**src/rtl/serial_add_pkg.sv**
```systemverilog
// Shared definitions for the bit-serial adder controller: state encodings,
// the default operand width and the bit-counter width helper.
package serial_add_pkg;

    typedef enum logic [1:0] {
        ST_IDLE = 2'd0,
        ST_RUN  = 2'd1,
        ST_DONE = 2'd2
    } state_e;

    localparam int DEF_WIDTH = 8;

    // One spare bit so the counter can represent WIDTH itself without wrapping.
    function automatic int cnt_width(input int w);
        return $clog2(w) + 1;
    endfunction

endpackage

```
**src/rtl/full_adder.sv**
```systemverilog
// One-bit full adder used as the per-bit datapath of the serial adder.
module full_adder (
    input  logic a,
    input  logic b,
    input  logic c,
    output logic c_out,
    output logic s
);

    assign s     = a ^ b ^ c;
    assign c_out = (a & b) | (c & (a ^ b));

endmodule

```
**src/rtl/serial_add_ctrl.sv**
```systemverilog
// Bit-serial adder: one operand bit per cycle through a single full adder,
// LSB first, with a registered {cout, sum, ovf} result and a one-cycle done pulse.
//
// Handshake: start is sampled only in IDLE. busy rises on the accepted start
// edge and stays high through RUN and DONE. done is high for exactly the one
// DONE cycle, when sum/cout/ovf are valid; they then hold until the next
// accepted start. start seen while busy is ignored.
module serial_add_ctrl
    import serial_add_pkg::*;
#(
    parameter int WIDTH = DEF_WIDTH
) (
    input  logic             clk,
    input  logic             rst_n,
    input  logic             start,
    input  logic [WIDTH-1:0] a,
    input  logic [WIDTH-1:0] b,
    input  logic             cin,
    output logic             busy,
    output logic             done,
    output logic [WIDTH-1:0] sum,
    output logic             cout,
    output logic             ovf,
    output logic [1:0]       state_dbg
);

    localparam int CNT_W = cnt_width(WIDTH);
    localparam logic [CNT_W-1:0] LAST_BIT = CNT_W'(WIDTH - 1);

    state_e           state_q, state_d;
    logic [WIDTH-1:0] a_q, a_d;
    logic [WIDTH-1:0] b_q, b_d;
    logic [WIDTH-1:0] sum_q, sum_d;
    logic             carry_q, carry_d;
    logic [CNT_W-1:0] cnt_q, cnt_d;
    logic             busy_q, busy_d;
    logic             done_q, done_d;
    logic             cout_q, cout_d;
    logic             ovf_q, ovf_d;

    logic             fa_c;
    logic             fa_s;

    full_adder u_fa (
        .a     (a_q[0]),
        .b     (b_q[0]),
        .c     (carry_q),
        .c_out (fa_c),
        .s     (fa_s)
    );

    always_comb begin
        state_d = state_q;
        a_d     = a_q;
        b_d     = b_q;
        sum_d   = sum_q;
        carry_d = carry_q;
        cnt_d   = cnt_q;
        busy_d  = busy_q;
        done_d  = 1'b0;
        cout_d  = cout_q;
        ovf_d   = ovf_q;

        case (state_q)
            ST_IDLE: begin
                if (start) begin
                    a_d     = a;
                    b_d     = b;
                    carry_d = cin;
                    cnt_d   = '0;
                    busy_d  = 1'b1;
                    state_d = ST_RUN;
                end
            end

            ST_RUN: begin
                sum_d   = {fa_s, sum_q[WIDTH-1:1]};
                carry_d = fa_c;
                a_d     = a_q >> 1;
                b_d     = b_q >> 1;
                cnt_d   = cnt_q + CNT_W'(1);
                if (cnt_q == LAST_BIT) begin
                    // carry_q here is the carry into the MSB position.
                    cout_d  = fa_c;
                    ovf_d   = carry_q ^ fa_c;
                    done_d  = 1'b1;
                    state_d = ST_DONE;
                end
            end

            ST_DONE: begin
                busy_d  = 1'b0;
                state_d = ST_IDLE;
            end

            default: begin
                busy_d  = 1'b0;
                state_d = ST_IDLE;
            end
        endcase
    end

    always_ff @(posedge clk or negedge rst_n) begin
        if (!rst_n) begin
            state_q <= ST_IDLE;
            a_q     <= '0;
            b_q     <= '0;
            sum_q   <= '0;
            carry_q <= 1'b0;
            cnt_q   <= '0;
            busy_q  <= 1'b0;
            done_q  <= 1'b0;
            cout_q  <= 1'b0;
            ovf_q   <= 1'b0;
        end else begin
            state_q <= state_d;
            a_q     <= a_d;
            b_q     <= b_d;
            sum_q   <= sum_d;
            carry_q <= carry_d;
            cnt_q   <= cnt_d;
            busy_q  <= busy_d;
            done_q  <= done_d;
            cout_q  <= cout_d;
            ovf_q   <= ovf_d;
        end
    end

    assign busy      = busy_q;
    assign done      = done_q;
    assign sum       = sum_q;
    assign cout      = cout_q;
    assign ovf       = ovf_q;
    assign state_dbg = state_q;

endmodule

```
**config.mk**
```make
export PLATFORM = sky130hd
export DESIGN_NAME = serial_add_ctrl
export DESIGN_NICKNAME = d
export VERILOG_FILES = /design/src/rtl/serial_add_pkg.sv /design/src/rtl/full_adder.sv /design/src/rtl/serial_add_ctrl.sv
export SDC_FILE = /design/constraint.sdc
export NUM_CORES = 1
export LEC_CHECK = 0
export CAP_MARGIN = 20
export CORE_MARGIN = 3
export CORE_UTILIZATION = 49
export CTS_CLUSTER_DIAMETER = 40
export CTS_CLUSTER_SIZE = 20
export DETAILED_ROUTE_END_ITERATION = 7
export HOLD_SLACK_MARGIN = 0.03
export PLACE_DENSITY = 0.87
export SLEW_MARGIN = 20
export SYNTH_ARGS = -nofsm -noshare
export SYNTH_HDL_FRONTEND = slang
export SYNTH_SLANG_ARGS = --single-unit
```
**constraint.sdc**
```tcl
create_clock -name clk -period 1.9 [get_ports clk]
set_input_delay 0.285 -clock clk [delete_from_list [all_inputs] [get_ports clk]]
set_output_delay 0.285 -clock clk [all_outputs]
set_load 0.01 [all_outputs]
```
# Yosys cells after proc, flatten, opt, wreduce, memory -nomap -nowiden
# Cells that the tools add are included.
# totals
wordCells	43
out_inout_bits	14
romBits	0
ram_bits	0
latch_bits	0
ff_bits	35
memories	0
# classes
add_sub_neg	1
multipliers	0
magnitude_cmp	0
n_eq_ne	4
muxes	15
shifts	0
bitwise	7
n_reduce_logical	6
div_mod_pow	0
# op_table
operator	count
$pmux 8 s2	2
$mux 8	2
$pmux 4 s2	1
$reduce_and 2->1	4
$add 4x1->4 const B	1
$eq 4x3->1 const B	1
$mux 1	4
$mux 2	2
$mux 4	1
$ne 2x2->1 const B	2
$pmux 1 s2	2
$pmux 2 s2	1
$xor 1x1->1	3
$and 1x1->1	2
$eq 2x1->1 const B	1
$logic_not 2->1	1
$reduce_bool 2->1	1
$not 1->1	1
$or 1x1->1	1

# Longest topological paths before layout
# Gate-level depths: netlist (run 1).
# depth
ltp_word	4
depth_mapped	4
depth_no_buf	4

# Hierarchy
# Synthesis (run 1) repeated with hierarchy kept, for this count alone.
# unflattened
cells_unflattened	129
hier_area_um2	1483.9
# modules_own_cells
mod	n_inst	seq_area_each_um2	cells_per_inst	area_each_um2
serial_add_ctrl	1	875.8	128	1463.9
full_adder	1	0.0	1	20.0

# Worst setup path before layout (run 1)
# No wires, ideal clock.
# synth_path
path_type	register to register
start	register carry_q
end	register ovf_q, in the netlist ovf
required_time_ns	1.775
path_buffers	0
path_slack_ns	0.502
t_arrival_ns	1.273
setup_time_ns	0.125
stages_incl_launch_ff	4
path_cell_list	dfrtp_1 > fa_1 > xor2_1 > mux2_2
# synth_between
elab_chain_len	3
# synth_lines
item	line	rtl
start, declared	serial_add_ctrl.sv:34	logic carry_q, carry_d;
start signal, assigned	serial_add_ctrl.sv:120	carry_q <= carry_d;
$and 1x1->1	full_adder.sv:11	assign c_out = (a & b) | (c & (a ^ b));
$or 1x1->1	full_adder.sv:11	
via fa_c	serial_add_ctrl.sv:41	logic fa_c;
$xor 1x1->1	serial_add_ctrl.sv:85	ovf_d = carry_q ^ fa_c;
end signal, assigned	serial_add_ctrl.sv:125	ovf_q <= ovf_d;
end, declared	serial_add_ctrl.sv:39	logic ovf_q, ovf_d;
# The timed path passes the listed nets, and every way through them passes these cells.
# A chain may end at the register's enable or synchronous reset.

# Final worst setup path (run 1)
# layout_path
start	register state_q[0], in the netlist state_dbg[0]
end	output state_dbg[0]
# layout_rtl
item	line	rtl
start, declared	serial_add_ctrl.sv:30	state_e state_q, state_d;
start signal, assigned	serial_add_ctrl.sv:116	state_q <= state_d;
end, declared	serial_add_ctrl.sv:24	output logic [1:0] state_dbg
# No word-level cell between the ends.

==> flow_summary_export.csv, run 1 <==
group,metric,value,unit
logic_synthesis,ys_types,27,
clock_network,cts.sinks,35,
clock_network,cts-root-buf,"clkbuf_4",
timing,slew_headroom,0.618,
floorplan,die_w,61.4,µm
setup_path,critPathRequiredTime,1.62,ns
timing,tightest_slew,0.572,ns
detailed_routing,vias,1209,
finish,area_growth,28.2,%
timing,drv_slew,0,
clock_network,cts_buffers,5,
clock_network,path_clk_slew,0.11,ns
setup_path,rr_startpoint,"carry_q",
detailed_routing,drt-initial-drc-count,55,
logic_synthesis,avgSynthCellArea,10.2,µm²
logic_synthesis,synth_warnings,0,
power,power.density,1500,nW/µm²
clock_network,clock_path_buffers,2,
floorplan,ios,34,
finish,nets,208,
timing,grt_setup_unrepaired,"false",
setup_path,start_kind,"register",
setup_path,crit_fanout,5,
timing,skew,0.0120,ns
detailed_routing,wl_per_cell,13.7,µm
logic_synthesis,syn_inst,148,
logic_synthesis,ys_seq_elements,35,
logic_synthesis,syn-cell-area,1510,µm²
clock_network,clock_latency,0.34,ns
clock_network,holdBufCountCts,0,
clock_network,cts_tree,"done",
setup_path,rr_worst_depth,3,
detailed_routing,remaining_drc_errors,0,
floorplan,rows,19,
setup_path,r2r_end,"ovf",
finish,drive_above_1_share,0.107,
run,maxCapViolCount,0,
setup_path,path_cells,"clkdlybuf4s50_1",
hold_path,min_path_type,"in -> async",
setup_path,arrival,1.35,ns
setup_path,end_kind,"output port",
run_status,status,"finished clean",
detailed_routing,routed_wl,2990,µm
timing,max_freq,610,MHz
grt,antenna_found_initial,0,
floorplan,die_h,61.4,µm
timing,fin_crit,1.64,ns
timing,hold_violations,0,
clock_network,cts_setup_buffers,0,
floorplan,start_util,0.528,
grt,grt_start_max_net_pins,36,
finish,final_common_cell,"nand2_1",
floorplan,die-area,3780,µm²
grt,grt_pass1_vias,1219,
grt,grt-ovfl-total,0,
timing,setup_viol,0,
detailed_routing,vias_per_cell,5.55,
setup_path,slowest_stage,"clkdlybuf4s50_1",
setup_path,crit_cells,1,
setup_path,crit_buf_inv,1,
setup_path,crit_family,"buffers and inverters",
place,globalplace.congestion,0.733,
setup_path,rrSetupSlack,0.42,ns
finish,antennaDiodeCount,0,
detailed_routing,antenna_left,0,
setup_path,worstSetupPathType,"reg -> out",
clock_network,cts_resized,0,
power,p_leak,0.872,nW
detailed_routing,dr.pass1.iters,4,
timing,timing.setup.tns,0,ns
place,io_buffers,33,
place,dp_hpwl,2170,µm
logic_synthesis,synth_top_area_cell,"dfrtp_1",
grt,grt_usage,0.183,
grt,grt_pass1_wl,5090,µm
logic_synthesis,synth_top_area_frac,0.581,
logic_synthesis,syn_nets,170,
logic_synthesis,yosysSeqAreaShare,0.581,
timing,holdWs,0.353,ns
power,ir_drop,0.000915,V
logic_synthesis,synthTopCellsByArea,"dfrtp_1 58%, nand2_1 11%, a22oi_1 7.0%",
finish,most-common-layout-cells,"43 x nand2_1, 35 x dfrtp_1, 33 x clkdlybuf4s50_1",
floorplan,core,2850,µm²
timing,fin_crit_sh,0.863,
setup_path,slowest_delay,0.57,ns
clock_network,htreeDepth,2,
## worst max path at each step
stage | startpoint | end
floorplan | carry_q | ovf
global placement | start | a_q[1]
detailed placement | start | a_q[0]
CTS | state_dbg[0] | state_dbg[0]
global route | state_dbg[0] | state_dbg[0]
finish | state_dbg[0] | state_dbg[0]
## through the flow
stage                     total power [mW]  utilization  worst slack (ns)  cell area [µm²]  cells
final                                 2.90        0.677             0.260             1930    218
after global routing                  3.16        0.677             0.184             1930    218
after CTS                             2.94        0.677             0.256             1930    218
after detailed placement              2.56        0.659             0.313             1880    210
after global placement                2.47        0.659             0.411             1880    210
after floorplan                       2.04            -             0.502             1510    148
## cells by family after synthesis
logic type	count (synthesis)	synth area share
compound gates	38	0.160
xor+xnor	1	0.00582
buf+inv	10	0.0349
fa+ha+maj	2	0.0216
simple gates	59	0.174
flops	35	0.581
mux	3	0.0224
## flip-flops by register name (all words and copies together), names as in the netlist, 2 cells and up
name       flops
a_q            8
cnt_q          4
b_q            8
state_dbg      2
sum            8
## where the power goes
part           total [mW]  internal [mW]  switching [mW]
logic                1.26          0.623           0.637
clock network       0.384          0.138           0.246
registers            1.26           1.05           0.213
## per-layer routing
metal | GRT usage | vias up | share of wire
li1 | - | 580 | -
met1 | 0.228 | 584 | 0.42
met2 | 0.296 | 41 | 0.51
met3 | 0.0629 | 4 | 0.057
met4 | 0.0667 | 0 | 0.011
met5 | 0 | - | 0
## final cells by class
class | instances | area [µm²]
multi-input combinational | 103 | 578
timing repair buffer | 40 | 383
clock inverter | 3 | 15.0
clock buffer | 5 | 37.5
tap | 31 | 38.8
inverter | 1 | 3.75
sequential | 35 | 876
fill | 251 | 921
## synthesized netlist by cell type
library cell and n:
nand3_1 3, buf_4 3, nor2b_1 3, nor2_1 4
clkbuf_1 3, or3_1 1, xor2_1 1, a31oi_1 1
o21ai_0 16, nor3_1 1, nor3_4 1, nand2_1 43
ha_1 1, a21oi_1 2, a22oi_1 14, nand2b_1 1
and3b_1 1, o21bai_1 1, buf_2 3, a22o_1 2
inv_1 1, o21ai_1 1, fa_1 1, nor2b_2 1
mux2_2 3, dfrtp_1 35, a32o_1 1
No activity file was read; power rests on OpenSTA's default activity.
==> run 2: changes to the inputs <==
--- a/config.mk
+++ b/config.mk
@@ -12,7 +12,8 @@
 export CTS_CLUSTER_SIZE = 20
 export DETAILED_ROUTE_END_ITERATION = 7
 export HOLD_SLACK_MARGIN = 0.03
-export PLACE_DENSITY = 0.87
+export PLACE_DENSITY = 0.84
+export SKIP_LAST_GASP = 1
 export SLEW_MARGIN = 20
 export SYNTH_ARGS = -nofsm -noshare
 export SYNTH_HDL_FRONTEND = slang
==> flow_summary_export.csv, run 2 (synthesis results as in run 1) <==
group,metric,value,unit
run_status,status,"finished clean",
setup_path,arrival,1.39,ns
grt,grt-ovfl-total,0,
clock_network,cts_setup_buffers,0,
grt,grt_usage,0.186,
power,total_power,2.94,mW
floorplan,core,2850,µm²
setup_path,end_kind,"output port",
clock_network,holdBufCountCts,0,
power,ir_drop,0.000761,V
detailed_routing,vias_per_cell,5.50,
finish,antennaDiodeCount,0,
setup_path,crit_buf_inv,1,
run,maxCapViolCount,0,
detailed_routing,dr.pass1.iters,4,
clock_network,clock_latency,0.34,ns
place,dp_hpwl,2170,µm
floorplan,die-area,3780,µm²
grt,grt_pass1_wl,5070,µm
setup_path,worstSetupPathType,"reg -> out",
detailed_routing,remaining_drc_errors,0,
place,io_buffers,33,
clock_network,cts_buffers,5,
setup_path,slowest_delay,0.58,ns
clock_network,htreeDepth,2,
setup_path,start_kind,"register",
hold_path,min_path_type,"in -> async",
clock_network,cts-root-buf,"clkbuf_4",
power,power.density,1520,nW/µm²
clock_network,clock_path_buffers,2,
timing,max_freq,595,MHz
setup_path,crit_fanout,7,
clock_network,cts_tree,"done",
place,globalplace.congestion,0.770,
finish,most-common-layout-cells,"43 x nand2_1, 35 x dfrtp_1, 33 x clkdlybuf4s50_1",
floorplan,rows,19,
floorplan,die_w,61.4,µm
clock_network,cts_resized,0,
detailed_routing,routed_wl,3020,µm
grt,antenna_found_initial,0,
timing,drv_slew,0,
timing,fin_crit,1.68,ns
grt,grt_start_max_net_pins,36,
finish,area_growth,28.6,%
clock_network,cts.sinks,35,
detailed_routing,antenna_left,0,
timing,grt_setup_unrepaired,"false",
detailed_routing,vias,1204,
setup_path,slowest_stage,"clkdlybuf4s50_1",
finish,nets,209,
floorplan,ios,34,
finish,final_common_cell,"nand2_1",
finish,drive_above_1_share,0.101,
timing,setup_viol,0,
timing,fin_crit_sh,0.884,
timing,skew,0.00381,ns
timing,slew_headroom,0.594,
setup_path,critPathRequiredTime,1.62,ns
clock_network,path_clk_slew,0.10,ns
timing,hold_violations,0,
power,p_leak,0.871,nW
finish,multi_input_area,578,µm²
floorplan,die_h,61.4,µm
setup_path,crit_family,"buffers and inverters",
finish,fill_cells,233,
timing,tightest_slew,0.608,ns
timing,timing.setup.tns,0,ns
grt,grt_pass1_vias,1179,
detailed_routing,wl_per_cell,13.8,µm
finish,seq_area,876,µm²
floorplan,start_util,0.528,
detailed_routing,drt-initial-drc-count,69,
finish,fin_util,0.679,
setup_path,path_cells,"clkdlybuf4s50_1",
run 2: report_power, final:
part	total (mW)	internal, mW	leakage [nW]	switching [mW]
Combinational	1.29	0.640	0.389	0.646
Sequential	1.27	1.05	0.454	0.217
Clock	0.386	0.144	0.0293	0.242
run 2: area by class of cell:
cell class	count	area share
clock buffer	7	0.0233
clock inverter	1	0.00258
inverter	1	0.00194
tap	31	0.0200
sequential	35	0.452
timing repair buffer	41	0.202
multi-input combinational	103	0.298
run 2: metal layers:
layer | wire (µm) | part of all wire | global-route usage
met1 | 1320 | 0.44 | 0.217
met3 | 207 | 0.068 | 0.0755
met2 | 1460 | 0.48 | 0.311
met4 | 39 | 0.013 | 0.0667
met5 | 0 | 0 | 0
run 2: final timing paths:
kind / to / slack [ns] / depth (start not counted) / startpoint
max in group asynchronous: a_q[1] / 1.23 / 2 / rst_n
min reg2reg: sum[0] / 0.49 / 2 / sum[0]
min: sum[1] / 0.35 / 2 / rst_n
min in group clk: sum[0] / 0.49 / 2 / sum[0]
max reg2reg: ovf / 0.43 / 3 / carry_q
max: state_dbg[0] / 0.22 / 1 / state_dbg[0]
run 2: through the flow:
| stage | cells | hold slack, ns | setup slack [ns] | instance area (µm²) |
|---|---|---|---|---|
| after floorplan | 148 | -0.0106 | 0.502 | 1510 |
| after global placement | 211 | 0.459 | 0.413 | 1890 |
| after detailed placement | 211 | 0.472 | 0.333 | 1890 |
| after CTS | 219 | 0.363 | 0.205 | 1940 |
| after global routing | 219 | 0.380 | 0.131 | 1940 |
| final | 219 | 0.352 | 0.220 | 1940 |
